<file path="src/rtl/spi_time_sync.sv">
// PIC->FPGA time link: synchronised SPI frame capture, validation and a 1 Hz time-of-day counter.
// Define DATE_ROLLOVER_EN to advance day/month/year at midnight and range-check day per month.
module spi_time_sync #(
   parameter int unsigned CLK_HZ      = 25_000_000,
   parameter int unsigned SYNC_STAGES = 2
) (
   input  logic       clk_i,
   input  logic       rst_ni,
   input  logic       sclk_i,
   input  logic       sdi_i,
   input  logic       cs_n_i,
   output logic [4:0] hour_o,
   output logic [5:0] minute_o,
   output logic [5:0] second_o,
   output logic [3:0] month_o,
   output logic [4:0] day_o,
   output logic [5:0] year_o,
   output logic       time_valid_o,
   output logic       frame_ok_o,
   output logic       frame_err_o
);

   localparam int unsigned DivW = (CLK_HZ > 1) ? $clog2(CLK_HZ) : 1;
   localparam logic [DivW-1:0] DivMax = DivW'(CLK_HZ - 1);

   typedef enum logic [1:0] {StIdle, StShift, StCheck, StLoad} state_e;

   logic [SYNC_STAGES-1:0] sclk_sync_q, sdi_sync_q, cs_sync_q;
   logic                   sclk_prev_q, cs_prev_q;
   logic                   sclk_s, sdi_s, cs_s;
   logic                   sclk_rise, cs_fall, cs_rise;

   state_e          state_q;
   logic [5:0]      bitcnt_q;
   logic [31:0]     shreg_q;
   logic [DivW-1:0] div_q;
   logic [4:0]      hour_q, day_q;
   logic [5:0]      minute_q, second_q, year_q;
   logic [3:0]      month_q;
   logic            time_valid_q, frame_ok_q, frame_err_q;

   logic [4:0] hour_inc, day_inc;
   logic [5:0] minute_inc, second_inc, year_inc;
   logic [3:0] month_inc;
   logic       frame_in_range;

   // cs_n synchroniser resets high so a deasserted link does not look like a frame start.
   always_ff @(posedge clk_i or negedge rst_ni) begin
      if (!rst_ni) begin
         sclk_sync_q <= '0;
         sdi_sync_q  <= '0;
         cs_sync_q   <= '1;
         sclk_prev_q <= 1'b0;
         cs_prev_q   <= 1'b1;
      end else begin
         sclk_sync_q <= {sclk_sync_q[SYNC_STAGES-2:0], sclk_i};
         sdi_sync_q  <= {sdi_sync_q[SYNC_STAGES-2:0], sdi_i};
         cs_sync_q   <= {cs_sync_q[SYNC_STAGES-2:0], cs_n_i};
         sclk_prev_q <= sclk_s;
         cs_prev_q   <= cs_s;
      end
   end

   assign sclk_s    = sclk_sync_q[SYNC_STAGES-1];
   assign sdi_s     = sdi_sync_q[SYNC_STAGES-1];
   assign cs_s      = cs_sync_q[SYNC_STAGES-1];
   assign sclk_rise = sclk_s & ~sclk_prev_q;
   assign cs_fall   = ~cs_s & cs_prev_q;
   assign cs_rise   = cs_s & ~cs_prev_q;

`ifdef DATE_ROLLOVER_EN
   function automatic logic [4:0] month_days(input logic [3:0] mo, input logic [5:0] yr);
      case (mo)
         4'd2:                    return (yr[1:0] == 2'b00) ? 5'd29 : 5'd28;
         4'd4, 4'd6, 4'd9, 4'd11: return 5'd30;
         default:                 return 5'd31;
      endcase
   endfunction
`endif

   always_comb begin
      frame_in_range = (shreg_q[31:27] <= 5'd23) && (shreg_q[26:21] <= 6'd59) &&
                       (shreg_q[20:15] <= 6'd59) && (shreg_q[14:11] >= 4'd1) &&
                       (shreg_q[14:11] <= 4'd12) && (shreg_q[10:6] >= 5'd1) &&
                       (shreg_q[10:6] <= 5'd31);
`ifdef DATE_ROLLOVER_EN
      frame_in_range = frame_in_range && (shreg_q[10:6] <= month_days(shreg_q[14:11], shreg_q[5:0]));
`endif
   end

   // Time-of-day after one second, applied only on the divider terminal count.
   always_comb begin
      hour_inc   = hour_q;
      minute_inc = minute_q;
      second_inc = second_q;
      day_inc    = day_q;
      month_inc  = month_q;
      year_inc   = year_q;
      if (second_q != 6'd59) begin
         second_inc = second_q + 6'd1;
      end else begin
         second_inc = 6'd0;
         if (minute_q != 6'd59) begin
            minute_inc = minute_q + 6'd1;
         end else begin
            minute_inc = 6'd0;
            if (hour_q != 5'd23) begin
               hour_inc = hour_q + 5'd1;
            end else begin
               hour_inc = 5'd0;
`ifdef DATE_ROLLOVER_EN
               if (day_q < month_days(month_q, year_q)) begin
                  day_inc = day_q + 5'd1;
               end else begin
                  day_inc = 5'd1;
                  if (month_q < 4'd12) begin
                     month_inc = month_q + 4'd1;
                  end else begin
                     month_inc = 4'd1;
                     year_inc  = year_q + 6'd1;
                  end
               end
`endif
            end
         end
      end
   end

   always_ff @(posedge clk_i or negedge rst_ni) begin
      if (!rst_ni) begin
         state_q      <= StIdle;
         bitcnt_q     <= 6'd0;
         shreg_q      <= 32'd0;
         div_q        <= '0;
         hour_q       <= 5'd0;
         minute_q     <= 6'd0;
         second_q     <= 6'd0;
         month_q      <= 4'd1;
         day_q        <= 5'd1;
         year_q       <= 6'd0;
         time_valid_q <= 1'b0;
         frame_ok_q   <= 1'b0;
         frame_err_q  <= 1'b0;
      end else begin
         frame_ok_q  <= 1'b0;
         frame_err_q <= 1'b0;

         // A load overrides a coincident tick and restarts the second.
         if (state_q == StLoad) begin
            hour_q       <= shreg_q[31:27];
            minute_q     <= shreg_q[26:21];
            second_q     <= shreg_q[20:15];
            month_q      <= shreg_q[14:11];
            day_q        <= shreg_q[10:6];
            year_q       <= shreg_q[5:0];
            div_q        <= '0;
            time_valid_q <= 1'b1;
            frame_ok_q   <= 1'b1;
         end else if (div_q == DivMax) begin
            div_q    <= '0;
            hour_q   <= hour_inc;
            minute_q <= minute_inc;
            second_q <= second_inc;
            month_q  <= month_inc;
            day_q    <= day_inc;
            year_q   <= year_inc;
         end else begin
            div_q <= div_q + DivW'(1);
         end

         case (state_q)
            StIdle: begin
               if (cs_fall) begin
                  state_q  <= StShift;
                  bitcnt_q <= 6'd0;
               end
            end
            StShift: begin
               if (cs_rise) begin
                  if (bitcnt_q == 6'd32) begin
                     state_q <= StCheck;
                  end else begin
                     frame_err_q <= 1'b1;
                     state_q     <= StIdle;
                  end
               end else if (sclk_rise) begin
                  shreg_q <= {shreg_q[30:0], sdi_s};
                  if (bitcnt_q != 6'd33) bitcnt_q <= bitcnt_q + 6'd1;
               end
            end
            StCheck: begin
               if (frame_in_range) begin
                  state_q <= StLoad;
               end else begin
                  frame_err_q <= 1'b1;
                  state_q     <= StIdle;
               end
            end
            StLoad:  state_q <= StIdle;
            default: state_q <= StIdle;
         endcase
      end
   end

   assign hour_o       = hour_q;
   assign minute_o     = minute_q;
   assign second_o     = second_q;
   assign month_o      = month_q;
   assign day_o        = day_q;
   assign year_o       = year_q;
   assign time_valid_o = time_valid_q;
   assign frame_ok_o   = frame_ok_q;
   assign frame_err_o  = frame_err_q;

endmodule

</file>
<file path="config.mk">
export PLATFORM = sky130hd
export DESIGN_NAME = spi_time_sync
export DESIGN_NICKNAME = d
export VERILOG_FILES = /design/src/rtl/spi_time_sync.sv
export SDC_FILE = /design/constraint.sdc
export NUM_CORES = 1
export LEC_CHECK = 0
export BUFFER_PORTS_ARGS = -buffer_cell sky130_fd_sc_hd__buf_2
export CORE_UTILIZATION = 45
export CTS_CLUSTER_DIAMETER = 30
export DETAILED_ROUTE_END_ITERATION = 12
export GPL_TIMING_DRIVEN = 0
export PLACE_DENSITY = 0.6
export SETUP_SLACK_MARGIN = 0.02
export SLEW_MARGIN = 20
export SYNTH_ARGS = -nofsm -noshare
export SYNTH_HDL_FRONTEND = slang
export SYNTH_SLANG_ARGS = --single-unit
</file>
<file path="constraint.sdc">
create_clock -name clk_i -period 2.4 [get_ports clk_i]
set_input_delay 0.12 -clock clk_i [delete_from_list [all_inputs] [get_ports clk_i]]
set_output_delay 0.12 -clock clk_i [all_outputs]
set_load 0.01 [all_outputs]
</file>
==> summary.md <==
| Metric | Value |
|---|---|
| Synth area leaders | dfrtp_1, mux2_2, ha_1, nor2_1, dfstp_2 |
| Non-Filler Instances | 648 |
| # DRC | 0 |
| Most common cell on crit path | buf_2 |
| Die H | ~110 µm |
| DRT antenna net count | 0 |
| Ports | 40 |
| Final worst slack | about 0.16 ns |
| Pwr Total | 4.77 mW |
| Worst-margin pin slew | 0.888 ns |
| H-tree depth | 3 |
| Status | completed |
| Setup Crit Path Kind | register to register |
| Min-delay worst type | primary input to asynchronous set/reset pin |
| TNS Setup | 0 ns |
| Post-layout instance area | 5690 µm² |
| Worst-path cell chain | inv_1 > ha_1 > buf_2 > inv_2 > or3_1 > buf_2 > mux2_1 |
| Final min period | approximately 2.2 ns |
| CP Launch Type | register |
| Flops & latches, synth | 108 |
| Layout cell share with drive strength beyond 1 | 0.244 |
| DRT iter0 DRCs | between 100 and 150 |
| WP data arrival | 2.51 ns |
| Layout net count | 520 |
| Slowest-stage cell, CP | or3_1 |
| Final worst clock skew | 0.0213 ns |
| CP max FO | 10 |
| Post-synth EDFFs | 0 |
| Root buf cell | clkbuf_8 |
| Initial core utilization | 0.462 |
| Static Leak | 2.63 nW |
| Port bufs | 39 |
| CP required | about 2.7 ns |
| Power density over the cells | around 840 nW/µm² |
| Clock slew at reported path FFs | 0.12 ns |
| CP endpoint kind | register |
| Synth Instances | between 400 and 500 |
| Stages on worst setup path | 7 |
| Total Wirelength | 9.65 mm |
| Overall Global Routing Usage | 0.181 |
| Top FF cell, synth | dfrtp_1 |
| Commonest cells after routing, fill and taps aside | dfrtp_1, buf_2, mux2_2 |
| Pins Over Slew Limit | 0 |
| CP max stage delay | 0.52 ns |
| Fmax | between 0.4 and 0.5 GHz |
| Most common cell after layout, fill and taps aside | dfrtp_1 |
| Die Wd | about 110 µm |
| Fin util | 0.523 |
| Max_cap viols | 0 |
| GP Congestion | 0.792 |
| Final setup violating endpoints | 0 |
| Final Hold Fails | 0 |
| Vias per inst | between 5 and 6 |
| Worst-skew pair later-pin latency | 0.39 ns |
| Pin count of the biggest net entering global routing | between 60 and 70 |
| Placement-stage cell area | 5440 µm² |
| Sequential-to-total area share from yosys stat | 0.538 |
| First-pass detailed-route iteration total | 4 |
| TritonCTS clock tree | yes |
| VDD IR max | 0.000438 V |
| Max-slew headroom | 0.403 |
| Worst Reg-to-Reg Cells | 7 |
| Yosys cell types | 58 |
| ANT cells | 0 |
| Final worst path period share | 0.935 |
| Setup bufs post-CTS | 0 |
| Wire per inst | 14.9 µm |
| Core Footprint | 10900 µm² |
| Vias | 3504 |
| RR Startpoint | state_q[1] |
| First-pass GRT wire length | 16.2 mm |
| Worst hold slack | 0.212 ns |
| Number of global-route vias before repair | between 3000 and 4000 |
| Area leader, netlist | dfrtp_1 |
| Worst Path Buf+Inv | 4 |
| CTS max path bufs | 2 |
| Grt ovf | 0 |
| Avg Cell Area, Syn | 11.2 µm² |
| RSZ-0062 raised after global routing | false |
| Worst Setup SP | state_q[1] |
| DP Worst Slack | -0.00542 ns |
| Async S/R FF share, synth | 1.00 |
| Post-placement cell count | 629 |
| HPWL after detailed placement | 6.62 mm |
| Crit-path leading delay family | buffers and inverters |
| Post-Syn Area | between 5000 and 6000 µm² |
| Syn Nets | 466 |
| Total CTS buffers | 9 |
| Antenna violations before repair | 0 |
| CTS Sinks | 108 |
| Die area | 11600 µm² |
| P&R area growth vs syn | 13.1% |
| Rows | 38 |
| Share of the synthesized area in the top cell type | 0.512 |
| Ys Warns | 0 |
[cells in the mapped netlist (2+ instances only)]
cell      number
a21boi_1       2
a21oi_1       15
a31oi_1        2
a41oi_1        2
and2_1         2
and3_1         3
and4_1         4
buf_1          3
buf_2          2
buf_4          2
clkbuf_1       9
dfrtp_1      103
dfstp_2        5
ha_1          12
inv_1         11
mux2_1         5
mux2_2        42
mux2i_1        4
nand2_1       30
nand2b_1       5
nand3_1       25
nand4_1        7
nand4_2        2
nor2_1        40
nor2b_1       15
nor3_1         9
nor3_2         2
nor4_1         7
nor4b_1        3
o21ai_0       10
o21ai_1        8
o31a_1         3
o31ai_1        3
or2_1          2
or2_2          2
or3_1          2
or4_1          3
xnor2_1       15
xor2_1         9
[sequential cells by signal, summed over array words and instances (netlist names), 4 cells and up]
register  count
bitcnt_q      6
day_o         5
div_q        25
hour_o        5
minute_o      6
month_o       4
second_o      6
shreg_q      32
year_o        6
[worst paths after layout]
| check | end | slack, ns |
|---|---|---|
| hold / removal | hour_o[1] | 0.21 |
| min in group clk_i | sdi_sync_q[1] | 0.35 |
| setup / recovery | shreg_q[31] | 0.16 |
| max in group asynchronous | day_o[0] | 1.47 |
| hold reg to reg | sdi_sync_q[1] | 0.35 |
| setup reg to reg | shreg_q[31] | 0.16 |
[power by group]
| part | switching, mW | leakage [nW] | internal (mW) | total [mW] |
|---|---|---|---|---|
| Combinational | 0.696 | 1.10 | 0.549 | 1.24 |
| Clock | 0.649 | 0.0955 | 0.518 | 1.17 |
| Sequential | 0.255 | 1.43 | 2.11 | 2.36 |
| Total | 1.60 | 2.63 | 3.17 | 4.77 |
[timing repair]
action	CTS	global route
endpoints found under the hold margin	45	0
endpoints found under the setup margin	10	47
pin swaps	0	1
gates resized for setup	3	2
hold buffers	4	0
[cell families after synthesis]
kind of cell,count (synthesis),share of synthesized area
xor gates and xnor gates,24,0.0418
muxes,51,0.113
buffers and inverters,29,0.0251
DFF,108,0.538
and+or+nand+nor,170,0.181
AOI/OAI and AO/OA,55,0.0704
adders and majority gates,12,0.0298
[area by class of cell]
| class | count | area [µm²] |
|---|---|---|
| plain buffers | 16 | 83.8 |
| inverters | 12 | 45.0 |
| repair buffers | 44 | 269 |
| clock inverters | 6 | 70.1 |
| multi-input cells | 312 | 2200 |
| fillers | 971 | 5200 |
| flip-flops and latches | 108 | 2710 |
| clock buffers | 10 | 138 |
| well taps | 140 | 175 |
[per-layer routing]
layer,track usage,vias up,part of all wire
met5,0,-,0
met4,0.0753,0,0.020
met3,0.0333,15,0.039
met2,0.271,74,0.45
met1,0.256,1715,0.49
li1,-,1700,-
No activity file was read; power rests on OpenSTA's default activity.
